<file path="src/rtl/n64_pkg.sv">
// Shared definitions for the N64 controller event generator: event word
// layout, class codes, frame bit positions and the FSM state type.
package n64_pkg;

  // Event classes carried in the class field of an event word
  localparam logic [1:0] CLASS_BUTTON = 2'b00;
  localparam logic [1:0] CLASS_STICK  = 2'b01;
  localparam logic [1:0] CLASS_LINK   = 2'b10;

  // Bit positions inside the 8-bit event word
  localparam int EVT_PRESS_BIT = 7;
  localparam int EVT_CLASS_MSB = 6;
  localparam int EVT_CLASS_LSB = 5;
  localparam int EVT_RSVD_BIT  = 4;
  localparam int EVT_INDEX_MSB = 3;
  localparam int EVT_INDEX_LSB = 0;

  // Logical item counts: 14 buttons followed by 4 stick directions
  localparam int NUM_BUTTONS = 14;
  localparam int NUM_STICK   = 4;
  localparam int NUM_ITEMS   = NUM_BUTTONS + NUM_STICK;
  localparam int FRAME_W     = 34;

  // Frame bit carrying each logical button index (A, B, Z, Start, Up, Down,
  // Left, Right, L, R, C-Up, C-Down, C-Left, C-Right)
  localparam int BTN_BIT [NUM_BUTTONS] = '{1, 2, 3, 4, 5, 6, 7, 8,
                                           11, 12, 13, 14, 15, 16};

  // Axis fields in the frame; the lower frame bit holds the axis MSB
  localparam int X_FIELD_LO = 17;
  localparam int X_FIELD_HI = 24;
  localparam int Y_FIELD_LO = 25;
  localparam int Y_FIELD_HI = 32;

  typedef enum logic [1:0] {
    IDLE,
    LINKEV,
    SCAN
  } state_t;

  // Assemble an event word from its fields; the reserved bit stays zero
  function automatic logic [7:0] make_event(input logic       press,
                                            input logic [1:0] cls,
                                            input logic [3:0] idx);
    logic [7:0] w;
    w = '0;
    w[EVT_PRESS_BIT]                 = press;
    w[EVT_CLASS_MSB:EVT_CLASS_LSB]   = cls;
    w[EVT_INDEX_MSB:EVT_INDEX_LSB]   = idx;
    return w;
  endfunction

  // Axis bytes arrive MSB-first, so the raw field is bit-reversed
  function automatic logic signed [7:0] axis_decode(input logic [7:0] field);
    logic signed [7:0] v;
    v = {<<{field}};
    return v;
  endfunction

endpackage

</file>
<file path="src/rtl/n64_evt_fifo.sv">
// Show-ahead event FIFO. A push into a full FIFO is refused even when a pop
// happens in the same cycle; the head reads as zero while empty.
module n64_evt_fifo #(
  parameter int WIDTH = 8,
  parameter int DEPTH = 8
) (
  input  logic             clk_50MHZ,
  input  logic             reset,
  input  logic             push,
  input  logic [WIDTH-1:0] din,
  output logic             full,
  input  logic             pop,
  output logic [WIDTH-1:0] dout,
  output logic             empty
);

  localparam int AW = $clog2(DEPTH);
  localparam logic [AW:0] FULL_COUNT = (AW+1)'(DEPTH);

  logic [WIDTH-1:0] mem [DEPTH];
  logic [AW-1:0]    wr_ptr;
  logic [AW-1:0]    rd_ptr;
  logic [AW:0]      count;
  logic             do_push;
  logic             do_pop;

  assign full    = (count == FULL_COUNT);
  assign empty   = (count == '0);
  assign do_push = push && !full;
  assign do_pop  = pop && !empty;
  assign dout    = empty ? '0 : mem[rd_ptr];

  // Storage array; contents are only meaningful between the pointers
  always_ff @(posedge clk_50MHZ) begin
    if (do_push) mem[wr_ptr] <= din;
  end

  // Pointer and occupancy bookkeeping
  always_ff @(posedge clk_50MHZ or posedge reset) begin
    if (reset) begin
      wr_ptr <= '0;
      rd_ptr <= '0;
      count  <= '0;
    end else begin
      if (do_push) wr_ptr <= wr_ptr + AW'(1);
      if (do_pop)  rd_ptr <= rd_ptr + AW'(1);
      case ({do_push, do_pop})
        2'b10:   count <= count + (AW+1)'(1);
        2'b01:   count <= count - (AW+1)'(1);
        default: count <= count;
      endcase
    end
  end

endmodule

</file>
<file path="src/rtl/n64_input_events.sv">
// Turns N64 controller frames into press/release/link events. Each new frame
// is snapshotted, then scanned one item per cycle against the held state.
module n64_input_events
  import n64_pkg::*;
#(
  parameter int DEADZONE     = 16,
  parameter int LINK_TIMEOUT = 2500000,
  parameter int FIFO_DEPTH   = 8
) (
  input  logic                 clk_50MHZ,
  input  logic                 reset,
  input  logic [FRAME_W-1:0]   buttons,
  input  logic                 alive,
  output logic                 evt_valid,
  output logic [7:0]           evt_data,
  input  logic                 evt_ready,
  output logic [NUM_ITEMS-1:0] held,
  output logic                 link_up,
  output logic [7:0]           drop_cnt
);

  localparam int TW = $clog2(LINK_TIMEOUT + 1);
  localparam logic [TW-1:0] TMO_LIMIT   = TW'(LINK_TIMEOUT);
  localparam logic [4:0]    FIRST_STICK = 5'(NUM_BUTTONS);
  localparam logic [4:0]    LAST_ITEM   = 5'(NUM_ITEMS - 1);

  state_t               state, state_d;
  logic                 alive_meta, alive_sync, alive_prev;
  logic                 frame_edge;
  logic [TW-1:0]        tmo_cnt;
  logic                 timeout;
  logic [NUM_ITEMS-1:0] frame_state;
  logic [NUM_ITEMS-1:0] snapshot;
  logic [NUM_ITEMS-1:0] held_q;
  logic [4:0]           scan_idx;
  logic                 link_q;
  logic [7:0]           drop_q;
  logic signed [7:0]    x_axis, y_axis;
  logic                 unused_frame_bits;
  logic                 item_new, item_changed, item_is_stick;
  logic [3:0]           item_index;
  logic                 fifo_push, fifo_full, fifo_empty;
  logic [7:0]           push_data;
  logic                 snap_load, snap_clear, idx_clr, idx_inc, held_wr;
  logic                 link_set, link_clr, drop;

  // Decode the live frame into the 18 logical items
  for (genvar i = 0; i < NUM_BUTTONS; i++) begin : g_btn
    assign frame_state[i] = buttons[BTN_BIT[i]];
  end
  assign x_axis = axis_decode(buttons[X_FIELD_HI:X_FIELD_LO]);
  assign y_axis = axis_decode(buttons[Y_FIELD_HI:Y_FIELD_LO]);
  assign frame_state[NUM_BUTTONS + 0] = int'(x_axis) < -DEADZONE;
  assign frame_state[NUM_BUTTONS + 1] = int'(x_axis) > DEADZONE;
  assign frame_state[NUM_BUTTONS + 2] = int'(y_axis) < -DEADZONE;
  assign frame_state[NUM_BUTTONS + 3] = int'(y_axis) > DEADZONE;
  assign unused_frame_bits = ^{buttons[0], buttons[10:9], buttons[33]};

  assign frame_edge    = alive_sync ^ alive_prev;
  assign timeout       = link_q && (tmo_cnt == TMO_LIMIT);
  assign item_new      = snapshot[scan_idx];
  assign item_changed  = item_new != held_q[scan_idx];
  assign item_is_stick = scan_idx >= FIRST_STICK;
  assign item_index    = item_is_stick ? 4'(scan_idx - FIRST_STICK) : scan_idx[3:0];

  assign held     = held_q;
  assign link_up  = link_q;
  assign drop_cnt = drop_q;
  assign evt_valid = !fifo_empty;

  // Two-flop synchronizer plus the previous sample used for edge detection
  always_ff @(posedge clk_50MHZ or posedge reset) begin
    if (reset) begin
      alive_meta <= 1'b0;
      alive_sync <= 1'b0;
      alive_prev <= 1'b0;
    end else begin
      alive_meta <= alive;
      alive_sync <= alive_meta;
      alive_prev <= alive_sync;
    end
  end

  // Link watchdog: restarts on any frame, idles while down, holds at the limit
  always_ff @(posedge clk_50MHZ or posedge reset) begin
    if (reset)                   tmo_cnt <= '0;
    else if (frame_edge)         tmo_cnt <= '0;
    else if (!link_q)            tmo_cnt <= '0;
    else if (tmo_cnt != TMO_LIMIT) tmo_cnt <= tmo_cnt + TW'(1);
  end

  // FSM state register
  always_ff @(posedge clk_50MHZ or posedge reset) begin
    if (reset) state <= IDLE;
    else       state <= state_d;
  end

  // Next state and datapath controls; a full FIFO stalls the current item
  always_comb begin
    state_d    = state;
    fifo_push  = 1'b0;
    push_data  = '0;
    snap_load  = 1'b0;
    snap_clear = 1'b0;
    idx_clr    = 1'b0;
    idx_inc    = 1'b0;
    held_wr    = 1'b0;
    link_set   = 1'b0;
    link_clr   = 1'b0;
    drop       = 1'b0;
    unique case (state)
      IDLE: begin
        if (frame_edge) begin
          snap_load = 1'b1;
          idx_clr   = 1'b1;
          state_d   = link_q ? SCAN : LINKEV;
        end else if (timeout) begin
          snap_clear = 1'b1;
          idx_clr    = 1'b1;
          state_d    = LINKEV;
        end
      end
      LINKEV: begin
        drop      = frame_edge;
        push_data = make_event(!link_q, CLASS_LINK, 4'd0);
        if (!fifo_full) begin
          fifo_push = 1'b1;
          link_set  = !link_q;
          link_clr  = link_q;
          state_d   = SCAN;
        end
      end
      SCAN: begin
        drop      = frame_edge;
        push_data = make_event(item_new, item_is_stick ? CLASS_STICK : CLASS_BUTTON,
                               item_index);
        if (!item_changed || !fifo_full) begin
          fifo_push = item_changed;
          held_wr   = item_changed;
          if (scan_idx == LAST_ITEM) state_d = IDLE;
          else                       idx_inc = 1'b1;
        end
      end
      default: state_d = IDLE;
    endcase
  end

  // Snapshot, scan position, held state, link flag and drop counter
  always_ff @(posedge clk_50MHZ or posedge reset) begin
    if (reset) begin
      snapshot <= '0;
      scan_idx <= '0;
      held_q   <= '0;
      link_q   <= 1'b0;
      drop_q   <= '0;
    end else begin
      if (snap_load)       snapshot <= frame_state;
      else if (snap_clear) snapshot <= '0;
      if (idx_clr)         scan_idx <= '0;
      else if (idx_inc)    scan_idx <= scan_idx + 5'd1;
      if (held_wr)         held_q[scan_idx] <= item_new;
      if (link_set)        link_q <= 1'b1;
      else if (link_clr)   link_q <= 1'b0;
      if (drop && drop_q != 8'hFF) drop_q <= drop_q + 8'd1;
    end
  end

  n64_evt_fifo #(
    .WIDTH (8),
    .DEPTH (FIFO_DEPTH)
  ) u_fifo (
    .clk_50MHZ (clk_50MHZ),
    .reset     (reset),
    .push      (fifo_push),
    .din       (push_data),
    .full      (fifo_full),
    .pop       (evt_valid && evt_ready),
    .dout      (evt_data),
    .empty     (fifo_empty)
  );

endmodule

</file>
<file path="config.mk">
export PLATFORM = sky130hd
export DESIGN_NAME = n64_input_events
export DESIGN_NICKNAME = d
export VERILOG_FILES = /design/src/rtl/n64_pkg.sv /design/src/rtl/n64_evt_fifo.sv /design/src/rtl/n64_input_events.sv
export SDC_FILE = /design/constraint.sdc
export NUM_CORES = 1
export LEC_CHECK = 0
export BUFFER_PORTS_ARGS = -buffer_cell sky130_fd_sc_hd__buf_4
export CAP_MARGIN = 10
export CELL_PAD_IN_SITES_DETAIL_PLACEMENT = 0
export CELL_PAD_IN_SITES_GLOBAL_PLACEMENT = 2
export CORE_MARGIN = 4
export CORE_UTILIZATION = 35
export CTS_CLUSTER_DIAMETER = 100
export DETAILED_ROUTE_END_ITERATION = 6
export HOLD_SLACK_MARGIN = 0.08
export PLACE_DENSITY_LB_ADDON = 0.12
export SKIP_LAST_GASP = 1
export SYNTH_ARGS = -nofsm -noshare
export SYNTH_HDL_FRONTEND = slang
export SYNTH_SLANG_ARGS = --single-unit
</file>
<file path="constraint.sdc">
create_clock -name clk_50MHZ -period 6.58 [get_ports clk_50MHZ]
set_input_delay 0.987 -clock clk_50MHZ [delete_from_list [all_inputs] [get_ports clk_50MHZ]]
set_output_delay 0.987 -clock clk_50MHZ [all_outputs]
set_load 0.01 [all_outputs]
</file>
==> run summary, run 1 <==
CP cell instances: mux4_1 > mux2i_1 > o311ai_2 > buf_4 > a31o_4 > a21boi_2 > o211ai_2 > nor3_1
Iter 0 DRT Violations: 297
vias: 4410
# port buffers: 68
hpwl dp: 10350 um
layout cell share with drive strength beyond 1: 23.19%
pin count of the biggest net entering global routing: 59
Sum Neg Setup Slack: 0 ns
first-pass GRT wire length: 25120 um
EDFF count, synth: 56
Slew HR: 24.98%
Final Non-Filler Cells: 868
endpoint type of the worst setup path: register
Seq/Total Area, Yosys: 56.13%
WP buf/inv: 1
Synth area leaders: dfrtp_1 (32%), edfxtp_1 (24%), mux4_2 (5.6%)
Max IR drop VDD: 0.1928 mV
vias in the first global route: 4686
FF+latch area: 3859 sq um
CTS Buf Count: 17
P_leak: 3.291 nW
Min-Delay Path Class: reg2reg
Layout Nets: 649
Die H: 148.1 um
syn_area_per_cell: 12.95 sq um
DRT Wirelength: 15130 um
clk_lat worst skew: 0.42 ns
Main synth FF type: dfrtp_1
Final Max Tran Viols: 0
routed len/inst: 17.43 um
cell with the most instances after synthesis: dfrtp_1
post-synth top area share: 31.67%
Tot GR Track Use: 14.50%
critical path type: reg2reg
family with the most delay on the worst path: simple AND/OR/NAND/NOR gates
initial core utilization: 36.14%
CTS-repair resized insts: 0
placed cells: 835
skew final: 0.007964 ns
Site Rows: 50
Routed Antenna Nets: 0
Die X: 148.1 um
Yosys cell types: 63
async set-or-reset flop fraction in the synthesized netlist: 60.84%
# hold bufs at CTS: 0
Synth Register Bits: 143
multi-input logic area: 2811 sq um
DRC viols: 0
post-synth top area cell: dfrtp_1
Slowest-stage cell, CP: nor3_1
drt first pass iters: 6
period utilization: 63.28%
Die Area: 21950 sq um
CP max stage delay: 1.02 ns
CTS sink cnt: 143
worst slew pin tran: 1.117 ns
ant diodes: 0
Clock Path Buffers: 2
CTS tree: built
io pins: 74
FILL cells: 1844
RSZ-0062 raised after global routing: no
Mapped Cells: 531
Final setup viols: 0
Worst Path Max Fanout: 21
Max Freq: 240.2 MHz
synth cell count leaders: dfrtp_1 (87), edfxtp_1 (56), nor2_1 (34), nand2_1 (32), nand4_1 (27)
Syn Nets: 585
core area: 19020 sq um
CP Data Required Time: 6.61 ns
setup bufs post-CTS: 0
P per Cell Area: 406.8 nW/um^2
Final min period: 4.164 ns
Reg clk slew, reported paths: 0.06 ns
Post-Syn Area: 6874 sq um
max cap viols: 0
Worst EP arrival: 4.20 ns
Synth-to-Final Area Change: 19.73%
Vias/cell: 5.081
H-tree depth: 4
root buf cell: clkbuf_16
critical path launch point type: register
outcome: finished clean
synth warn: 0
grt total ovfl: 0
initial antenna violation count: 0
Hold Violations, Final: 0
GPL Wtd Cong: 0.7482
## state kept, by name (all words and copies together) (netlist names)
register,count
snapshot,18
alive_sync,1
alive_prev,1
tmo_cnt,22
u_fifo.rd_ptr,3
u_fifo.mem,56
held,18
drop_cnt,8
alive_meta,1
link_up,1
u_fifo.count,4
scan_idx,5
u_fifo.wr_ptr,3
state,2
## cells by family after synthesis
group           count (synthesis)  synth area share (%)
simple gates                  163                 13.00
flops                         143                 56.13
compound gates                 67                 7.099
mux                            60                 13.07
buf+inv                        45                 3.149
xor+xnor                       36                 4.587
fa+ha+maj                      16                 2.912
other cells                     1               0.05455
## path summary, 6_finish.rpt
kind | start | end | slack, ns | depth (start not counted)
max reg2reg | scan_idx[1] | u_fifo.mem[7][6] | 2.42 | 8
min in group asynchronous | reset | tmo_cnt[5] | 0.60 | 2
max | scan_idx[1] | u_fifo.mem[7][6] | 2.42 | 8
max in group asynchronous | reset | held[16] | 4.84 | 3
min reg2reg | alive_meta | alive_sync | 0.35 | 0
min | alive_meta | alive_sync | 0.35 | 0
## metal layers
metal	part of all wire, %	wire, um	track usage (%)	vias to the layer above
li1	-	-	-	2121
met1	48	7310	19.89	2210
met2	47	7068	22.84	69
met3	3.8	577	3.382	10
met4	1.1	170	4.850	0
met5	0	0	0	-
## worst reg2reg max path, stage by stage, from the launching register on
cell      delay, ns
dfrtp_1        0.82
mux4_1         0.65
mux2i_1        0.20
o311ai_2       0.10
buf_4          0.23
a31o_4         0.26
a21boi_2       0.18
o211ai_2       0.32
nor3_1         1.03
## cells in the final DEF (no fill, tap or decap), types with 4 or more instances in the layout
cell,synthesis,routed
and2_1,7,7
mux2i_1,14,14
nor2_1,34,34
inv_1,16,15
a22o_1,14,14
bufinv_16,0,4
ha_1,16,16
a21oi_1,14,14
nand3_1,17,17
mux2_1,20,20
or4_1,4,4
edfxtp_1,56,56
clkbuf_16,0,17
mux2_2,5,5
clkinv_2,0,4
nor4_1,9,7
nor3_1,6,6
dfrtp_1,87,87
o21ai_0,13,13
xnor2_1,20,20
buf_4,3,73
xor2_1,16,16
mux4_2,17,17
or3_1,5,5
nand4_1,27,27
nand2_1,32,32
## final cells by class
class / count / area share, %
Clock buffer: 18 / 5.214
Clock inverter: 14 / 2.296
Inverter: 16 / 0.7449
Multi-Input combinational cell: 343 / 34.16
Sequential cell: 143 / 46.88
Tap cell: 260 / 3.953
Timing Repair Buffer: 74 / 6.750
## through the flow
step                total power [mW]  worst slack [ns]  instance area, sq um  hold WS (ns)  utilization, %
global placement               2.342             2.380                  7605        0.3357           39.99
floorplan                      2.046             3.343                  6874        0.3312               -
finish                         3.348             2.416                  8230        0.3489           43.28
global route                   3.567             2.085                  8230        0.3590           43.28
detailed placement             2.370             2.234                  7605        0.3385           39.99
CTS                            3.400             2.240                  8223        0.3519           43.24
## power breakdown
part	switching, mW	leakage [nW]	internal, mW
registers	0.226	1.66	1.09
clock network	0.382	0.298	0.634
logic	0.526	1.33	0.489
total	1.13	3.29	2.22
(Power assumes the default switching activity.)
==> run 2, diff against run 1 <==
ABC_AREA = 1   (was default)
clock period = 3.9 ns   (was 6.58 ns; I/O delays follow)
==> run 2 against run 1 <==
  * Final area rose by 5.2%
  * Critical path depth rose by 11
  * Global-route usage rose by 1.5 points
  * First-iteration DRC count rose by 10%
  * Sequential share of layout area fell by 2.3 points
  * Wire length rose by 20%
  * Core utilization fell by 0.61 points
  * Fmax rose by 29%
  * Sequential power rose by 57%
  * Highest routed layer unchanged
==> run summary, run 2 <==
commonest non-fill, non-tap cells in the layout: nand2_1 (173), nor2_1 (106), dfrtp_1 (87), buf_4 (85), inv_1 (80) (was dfrtp_1 (87), buf_4 (73), edfxtp_1 (56), nor2_1 (34), nand2_1 (32))
Hold Violations, Final: 0 (unchanged)
r2r worst-path depth: 19 (was 8)
# port buffers: 68 (unchanged)
Final setup viols: 0 (unchanged)
pin count of the biggest net entering global routing: 37 (was 59)
P_leak: 3.832 nW (was 3.291 nW)
layout cell share with drive strength beyond 1: 16.63% (was 23.19%)
vias in the first global route: 5763 (was 4686)
top flop regs: u_fifo.mem: 56 flops, tmo_cnt: 22 flops (unchanged)
RSZ-0062 raised after global routing: no (unchanged)
FF+latch area: 3859 sq um (unchanged)
Crit Reg-Reg Endpoint: u_fifo.count[2] (was u_fifo.mem[7][6])
root buf cell: clkbuf_16 (unchanged)
Syn Nets: 877 (was 585)
Design Area, Final: 8661 sq um (was 8230 sq um)
vias: 5801 (was 4410)
Layout Nets: 955 (was 649)
grt total ovfl: 0 (unchanged)
Die X: 151.9 um (was 148.1 um)
Iter 0 DRT Violations: 328 (was 297)
Routed Antenna Nets: 0 (unchanged)
post-synth top area cell: dfrtp_1 (unchanged)
routed len/inst: 15.32 um (was 17.43 um)
Final min period: 3.235 ns (was 4.164 ns)
CP cell instances: inv_2 > nor3_4 > nand2_1 > nand2_1 > nor2_1 > nand2_4 > nand2_2 > nand2_4 > nand2_1 > nand2_2 > nand2_2 > ha_1 > nand2_1 > inv_1 > nor2_1 > ha_1 > a21oi_1 > or2_2 > a21oi_1 (was mux4_1 > mux2i_1 > o311ai_2 > buf_4 > a31o_4 > a21boi_2 > o211ai_2 > nor3_1)
number of flip-flops in the largest register: 56 (unchanged)
worst slew pin tran: 1.025 ns (was 1.117 ns)
placed cells: 1152 (was 835)
Site Rows: 52 (was 50)
Layout Utilization: 42.67% (was 43.28%)
critical path type: reg2reg (unchanged)
Most common cell on crit path: nand2_1
Tot Pwr: 6.007 mW (was 3.348 mW)
Sum Neg Setup Slack: 0 ns (unchanged)
syn_area_per_cell: 8.810 sq um (was 12.95 sq um)
DRC viols: 0 (unchanged)
Synth Register Bits: 143 (unchanged)
Die H: 151.9 um (was 148.1 um)
CP startpoint: scan_idx[2] (was scan_idx[1])
Slew HR: 31.47% (was 24.98%)
Max Freq: 309.1 MHz (was 240.2 MHz)
P per Cell Area: 693.6 nW/um^2 (was 406.8 nW/um^2)
CP Data Required Time: 4.24 ns (was 6.61 ns)
first-pass GRT wire length: 29840 um (was 25120 um)
Final Non-Filler Cells: 1184 (was 868)
drt first pass iters: 5 (was 6)
Main synth FF type: dfrtp_1 (unchanged)
outcome: finished clean (unchanged)
synth warn: 0 (unchanged)
CTS-repair resized insts: 0 (unchanged)
Most flops, register: u_fifo.mem (unchanged)
commonest non-fill, non-tap cell in the layout: nand2_1 (was dfrtp_1)
CP Depth: 19 (was 8)
CTS tree: built (unchanged)
hpwl dp: 12470 um (was 10350 um)
skew final: 0.01070 ns (was 0.007964 ns)
Tot GR Track Use: 15.97% (was 14.50%)
Synth area leaders: dfrtp_1 (30%), edfxtp_1 (23%), nand2_1 (9.0%) (was dfrtp_1 (32%), edfxtp_1 (24%), mux4_2 (5.6%))
Setup crit end: u_fifo.count[2] (was u_fifo.mem[7][6])
Worst EP arrival: 3.58 ns (was 4.20 ns)
core area: 20300 sq um (was 19020 sq um)
Vias/cell: 4.899 (was 5.081)
CTS Buf Count: 17 (unchanged)
CTS sink cnt: 143 (unchanged)
WP buf/inv: 2 (was 1)
Final Max Tran Viols: 0 (unchanged)
# hold bufs at CTS: 0 (unchanged)
Slowest-stage cell, CP: dfrtp_1 (was nor3_1)
initial core utilization: 35.72% (was 36.14%)
reg-to-reg startpoint: scan_idx[2] (was scan_idx[1])
Post-Syn Area: 7251 sq um (was 6874 sq um)
Min-Delay Path Class: in2async (was reg2reg)
synth cell count leaders: nand2_1 (173), nor2_1 (106), dfrtp_1 (87), inv_1 (81), edfxtp_1 (56) (was dfrtp_1 (87), edfxtp_1 (56), nor2_1 (34), nand2_1 (32), nand4_1 (27))
endpoint type of the worst setup path: register (unchanged)
cell with the most instances after synthesis: nand2_1 (was dfrtp_1)
EDFF count, synth: 56 (unchanged)
Yosys cell types: 43 (was 63)
DRT Wirelength: 18130 um (was 15130 um)
ant diodes: 0 (unchanged)
clk_lat worst skew: 0.42 ns (about the same)
family with the most delay on the worst path: simple AND/OR/NAND/NOR gates (unchanged)
multi-input logic area: 2904 sq um (was 2811 sq um)
initial antenna violation count: 0 (unchanged)
Worst Path Max Fanout: 19 (was 21)
max cap viols: 0 (unchanged)
Die Area: 23080 sq um (was 21950 sq um)
io pins: 74 (unchanged)
H-tree depth: 4 (unchanged)
async set-or-reset flop fraction in the synthesized netlist: 60.84% (unchanged)
post-synth top area share: 30.03% (was 31.67%)
period utilization: 82.94% (was 63.28%)
Synth-to-Final Area Change: 19.45% (was 19.73%)
GPL Wtd Cong: 0.7784 (was 0.7482)
Reg clk slew, reported paths: 0.06 ns (about the same)
Post-DP Area: 8077 sq um (was 7605 sq um)
critical path launch point type: register (unchanged)
R2R setup slack: 0.67 ns (was 2.42 ns)
setup bufs post-CTS: 0 (unchanged)
Mapped Cells: 823 (was 531)
FILL cells: 2058 (was 1844)
Seq/Total Area, Yosys: 53.22% (was 56.13%)
CP max stage delay: 0.59 ns (was 1.02 ns)
Clock Path Buffers: 2 (unchanged)
Max IR drop VDD: 0.3426 mV (was 0.1928 mV)
-- run 2: worst reg2reg max path, cell delays in order, from the launching register on --
cell,delay (ns)
dfrtp_1,0.59
inv_2,0.12
nor3_4,0.33
nand2_1,0.12
nand2_1,0.08
nor2_1,0.06
nand2_4,0.19
nand2_2,0.10
nand2_4,0.11
nand2_1,0.07
nand2_2,0.10
nand2_2,0.13
ha_1,0.27
nand2_1,0.08
inv_1,0.05
nor2_1,0.13
ha_1,0.16
a21oi_1,0.04
or2_2,0.29
a21oi_1,0.14
-- run 2: cells by family after synthesis --
kind of cell    synth area share (%)
simple gates                   24.04
mux                           0.1553
flops                          53.22
compound gates                 10.63
xor+xnor                       2.416
buf+inv                        6.730
other cells                  0.05172
fa+ha+maj                      2.761
-- run 2: cell type report --
type                            count  area share (%)
Clock buffer                       18           4.955
Clock inverter                     14           1.791
Inverter                           89           3.901
Multi-Input combinational cell    565           33.53
Sequential cell                   143           44.55
Tap cell                          270           3.901
Timing Repair Buffer               85           7.368
-- run 2: where the power goes --
group / total, mW / switching, mW / internal (mW)
Clock: 1.63 / 0.679 / 0.954
Combinational: 2.30 / 1.48 / 0.826
Sequential: 2.07 / 0.207 / 1.86
-- run 2: worst min-delay path by stage --
stage               start      endpoint  slack (ns)  depth (start not counted)
2_1_floorplan  alive_meta    alive_sync        0.33                          0
3_5_place_dp   alive_meta    alive_sync        0.34                          0
4_1_cts             reset  snapshot[14]        0.21                          2
5_1_grt             reset  snapshot[14]        0.24                          2
3_3_place_gp   alive_meta    alive_sync        0.34                          0
6_report            reset  snapshot[14]        0.20                          2
-- run 2: metal layers --
layer	routed length [um]	up-vias	track usage, %
li1	-	2895	-
met5	0	-	0
met1	8633	2794	21.73
met4	155	0	3.896
met3	670	10	3.555
met2	8675	102	26.12
-- run 2: metrics by stage --
stage	hold slack [ns]	setup WS [ns]
floorplan	0.3312	1.065
finish	0.2001	0.6653
detailed placement	0.3410	0.6127
CTS	0.2080	0.5990
global placement	0.3367	0.6718
global route	0.2384	0.2620
==> run 3, diff against run 2 <==
CORE_UTILIZATION = 33   (was 35)
clock period = 2.6 ns   (was 3.9 ns; I/O delays follow)
==> run 3 against run 2 <==
  * The run now ends with negative setup slack left
  * Clock skew increased by 0.0051 ns
  * Sequential power increased by 52%
  * Die area increased by 5.7%
  * Non-clock buffer count increased by 52
  * Clock power increased by 48%
  * Largest cell class unchanged
  * Largest power group unchanged
  * Worst hold slack got worse by 0.090 ns
  * Wire length increased by 1.7%
  * Power increased by 61%
  * Setup slack got worse by 0.73 ns
  * Flip-flop and latch count unchanged
  * Final cell count increased by 4.8%
==> run summary, run 3 (synthesis gave the netlist of run 2 again) <==
first-pass GRT wire length: 30470 um (was 29840 um)
DRC viols: 0 (unchanged)
Site Rows: 53 (was 52)
Final min period: 2.668 ns (was 3.235 ns)
Design Area, Final: 9254 sq um (was 8661 sq um)
GPL Wtd Cong: 0.8294 (was 0.7784)
vias: 5952 (was 5801)
RSZ-0062 raised after global routing: yes (was no)
pin count of the biggest net entering global routing: 88 (was 37)
drt first pass iters: 4 (was 5)
failing checks: negative setup slack
Die X: 156.2 um (was 151.9 um)
P_leak: 4.122 nW (was 3.832 nW)
worst slew pin tran: 0.9069 ns (was 1.025 ns)
number of flip-flops in the largest register: 56 (unchanged)
commonest non-fill, non-tap cells in the layout: nand2_1 (167), buf_4 (124), nor2_1 (98), dfrtp_1 (84), inv_1 (79) (was nand2_1 (173), nor2_1 (106), dfrtp_1 (87), buf_4 (85), inv_1 (80))
Vias/cell: 4.796 (was 4.899)
routed len/inst: 14.86 um (was 15.32 um)
Slew HR: 39.35% (was 31.47%)
io pins: 74 (unchanged)
Slowest-stage cell, CP: dfrtp_2 (was dfrtp_1)
H-tree depth: 4 (unchanged)
grt total ovfl: 0 (unchanged)
Reg clk slew, reported paths: 0.07 ns (was 0.06 ns)
R2R setup slack: -0.07 ns (was 0.67 ns)
core area: 21290 sq um (was 20300 sq um)
Die H: 156.2 um (was 151.9 um)
layout cell share with drive strength beyond 1: 24.12% (was 16.63%)
Crit Reg-Reg Endpoint: u_fifo.count[3] (was u_fifo.count[2])
endpoint type of the worst setup path: register (unchanged)
Max IR drop VDD: 0.4599 mV (was 0.3426 mV)
Die Area: 24410 sq um (was 23080 sq um)
Min-Delay Path Class: in2async (unchanged)
Setup crit end: u_fifo.count[3] (was u_fifo.count[2])
period utilization: 102.6% (was 82.94%)
ant diodes: 0 (unchanged)
Synth-to-Final Area Change: 27.63% (was 19.45%)
root buf cell: clkbuf_16 (unchanged)
Hold WS: 0.1100 ns (was 0.2001 ns)
clk_lat worst skew: 0.42 ns (about the same)
CTS tree: built (unchanged)
CTS sink cnt: 143 (unchanged)
initial core utilization: 34.06% (was 35.72%)
Routed Antenna Nets: 0 (unchanged)
r2r worst-path depth: 23 (was 19)
max cap viols: 0 (unchanged)
top flop regs: u_fifo.mem: 56 flops, tmo_cnt: 22 flops (unchanged)
DRT Wirelength: 18440 um (was 18130 um)
critical path type: reg2reg (unchanged)
reg-to-reg startpoint: scan_idx[0] (was scan_idx[2])
Post-DP Area: 8467 sq um (was 8077 sq um)
vias in the first global route: 5982 (was 5763)
FILL cells: 2068 (was 2058)
Clock Path Buffers: 2 (unchanged)
critical path launch point type: register (unchanged)
initial antenna violation count: 0 (unchanged)
Hold Violations, Final: 0 (unchanged)
commonest non-fill, non-tap cell in the layout: nand2_1 (unchanged)
Layout Nets: 1007 (was 955)
# port buffers: 68 (unchanged)
setup ws final: -0.06830 ns (was 0.6653 ns)
P per Cell Area: 1046 nW/um^2 (was 693.6 nW/um^2)
Most flops, register: u_fifo.mem (unchanged)
CTS Buf Count: 17 (unchanged)
family with the most delay on the worst path: simple AND/OR/NAND/NOR gates (unchanged)
Most common cell on crit path: nand2_4 (was nand2_1)
CP Depth: 23 (was 19)
skew final: 0.01582 ns (was 0.01070 ns)
CP max stage delay: 0.43 ns (was 0.59 ns)
Worst EP arrival: 2.97 ns (was 3.58 ns)
Tot GR Track Use: 15.71% (was 15.97%)
Iter 0 DRT Violations: 282 (was 328)
Layout Utilization: 43.47% (was 42.67%)
Max Freq: 374.8 MHz (was 309.1 MHz)
Final setup viols: 2 (was 0)
WP buf/inv: 5 (was 2)
Final Max Tran Viols: 0 (unchanged)
CP cell instances: buf_6 > buf_4 > buf_2 > nand2_1 > nand3_1 > nand2_1 > nand2_1 > nand2_1 > nor2_2 > nand2_4 > nand2_2 > nand2_4 > nand2_4 > nand2_4 > nand2_4 > ha_4 > buf_6 > xnor2_2 > inv_1 > nand3_2 > o31ai_4 > o211ai_1 > xor2_1 (was inv_2 > nor3_4 > nand2_1 > nand2_1 > nor2_1 > nand2_4 > nand2_2 > nand2_4 > nand2_1 > nand2_2 > nand2_2 > ha_1 > nand2_1 > inv_1 > nor2_1 > ha_1 > a21oi_1 > or2_2 > a21oi_1)
CP startpoint: scan_idx[0] (was scan_idx[2])
CP Data Required Time: 2.90 ns (was 4.24 ns)
outcome: finished, violations left (was finished clean)
hpwl dp: 12960 um (was 12470 um)
Worst Path Max Fanout: 5 (was 19)
## run 3: changes by cell type in the layout (fill, tap and decap cells not counted), moves of 5 or more
cell,delta
buf_6,+8
nand2_1,-6
nor2_1,-8
nor2_2,+5
buf_4,+39
## run 3: worst min-delay path, cell delays in order
cell        delay, ns
buf_4            0.12
clkinvlp_4       0.07
buf_12           0.39
## run 3: report_power, final
part / internal [mW] / leakage (nW) / switching, mW
combinational: 1.74 / 2.22 / 2.38
clock: 1.35 / 0.272 / 1.06
sequential: 2.80 / 1.63 / 0.348
## run 3: cell type report
type | instances | area [sq um] | share of cell area [%]
clock buffers | 18 | 429.2 | 4.638
clock inverters | 14 | 148.9 | 1.609
inverters | 89 | 342.8 | 3.705
multi-input cells | 565 | 3030 | 32.75
flip-flops and latches | 143 | 3862 | 41.74
well taps | 275 | 344.1 | 3.718
repair buffers | 137 | 1096 | 11.84
## run 3: per-layer routing
| layer | part of all wire [%] | up-vias | routed length [um] | global-route usage [%] |
|---|---|---|---|---|
| met3 | 3.4 | 15 | 619 | 3.208 |
| met5 | 0 | - | 0 | 0 |
| met2 | 48 | 95 | 8923 | 26.40 |
| li1 | - | 3013 | - | - |
| met1 | 47 | 2829 | 8727 | 20.87 |
| met4 | 0.92 | 0 | 169 | 4.050 |
## run 3: what timing repair did
action	in CTS	in global routing
endpoints found under the setup margin	2	39
endpoints found under the hold margin	1	0
hold buffers	1	0
pin swaps	14	17
gates cloned	1	0
setup buffers	6	2
resized for setup	28	16
## run 3: worst min-delay path by stage
| stage | from | endpoint | slack [ns] | cells after the start |
|---|---|---|---|---|
| final | reset | drop_cnt[1] | 0.11 | 3 |
| after CTS | reset | drop_cnt[0] | 0.12 | 3 |
| after detailed placement | alive_meta | alive_sync | 0.34 | 0 |
| after floorplan | alive_meta | alive_sync | 0.33 | 0 |
| after global routing | reset | drop_cnt[1] | 0.15 | 3 |
| after global placement | alive_meta | alive_sync | 0.33 | 0 |
## run 3: stage by stage
stage	power, mW	setup WS, ns	TNS (ns)	instances
after global routing	10.45	-0.2712	-0.7410	1241
after global placement	6.963	-0.1284	-0.2064	1200
final	9.680	-0.06830	-0.1046	1241
after detailed placement	7.043	-0.1750	-0.3035	1200
after floorplan	5.565	-0.02219	-0.02219	823
after CTS	9.727	-0.08212	-0.1507	1240
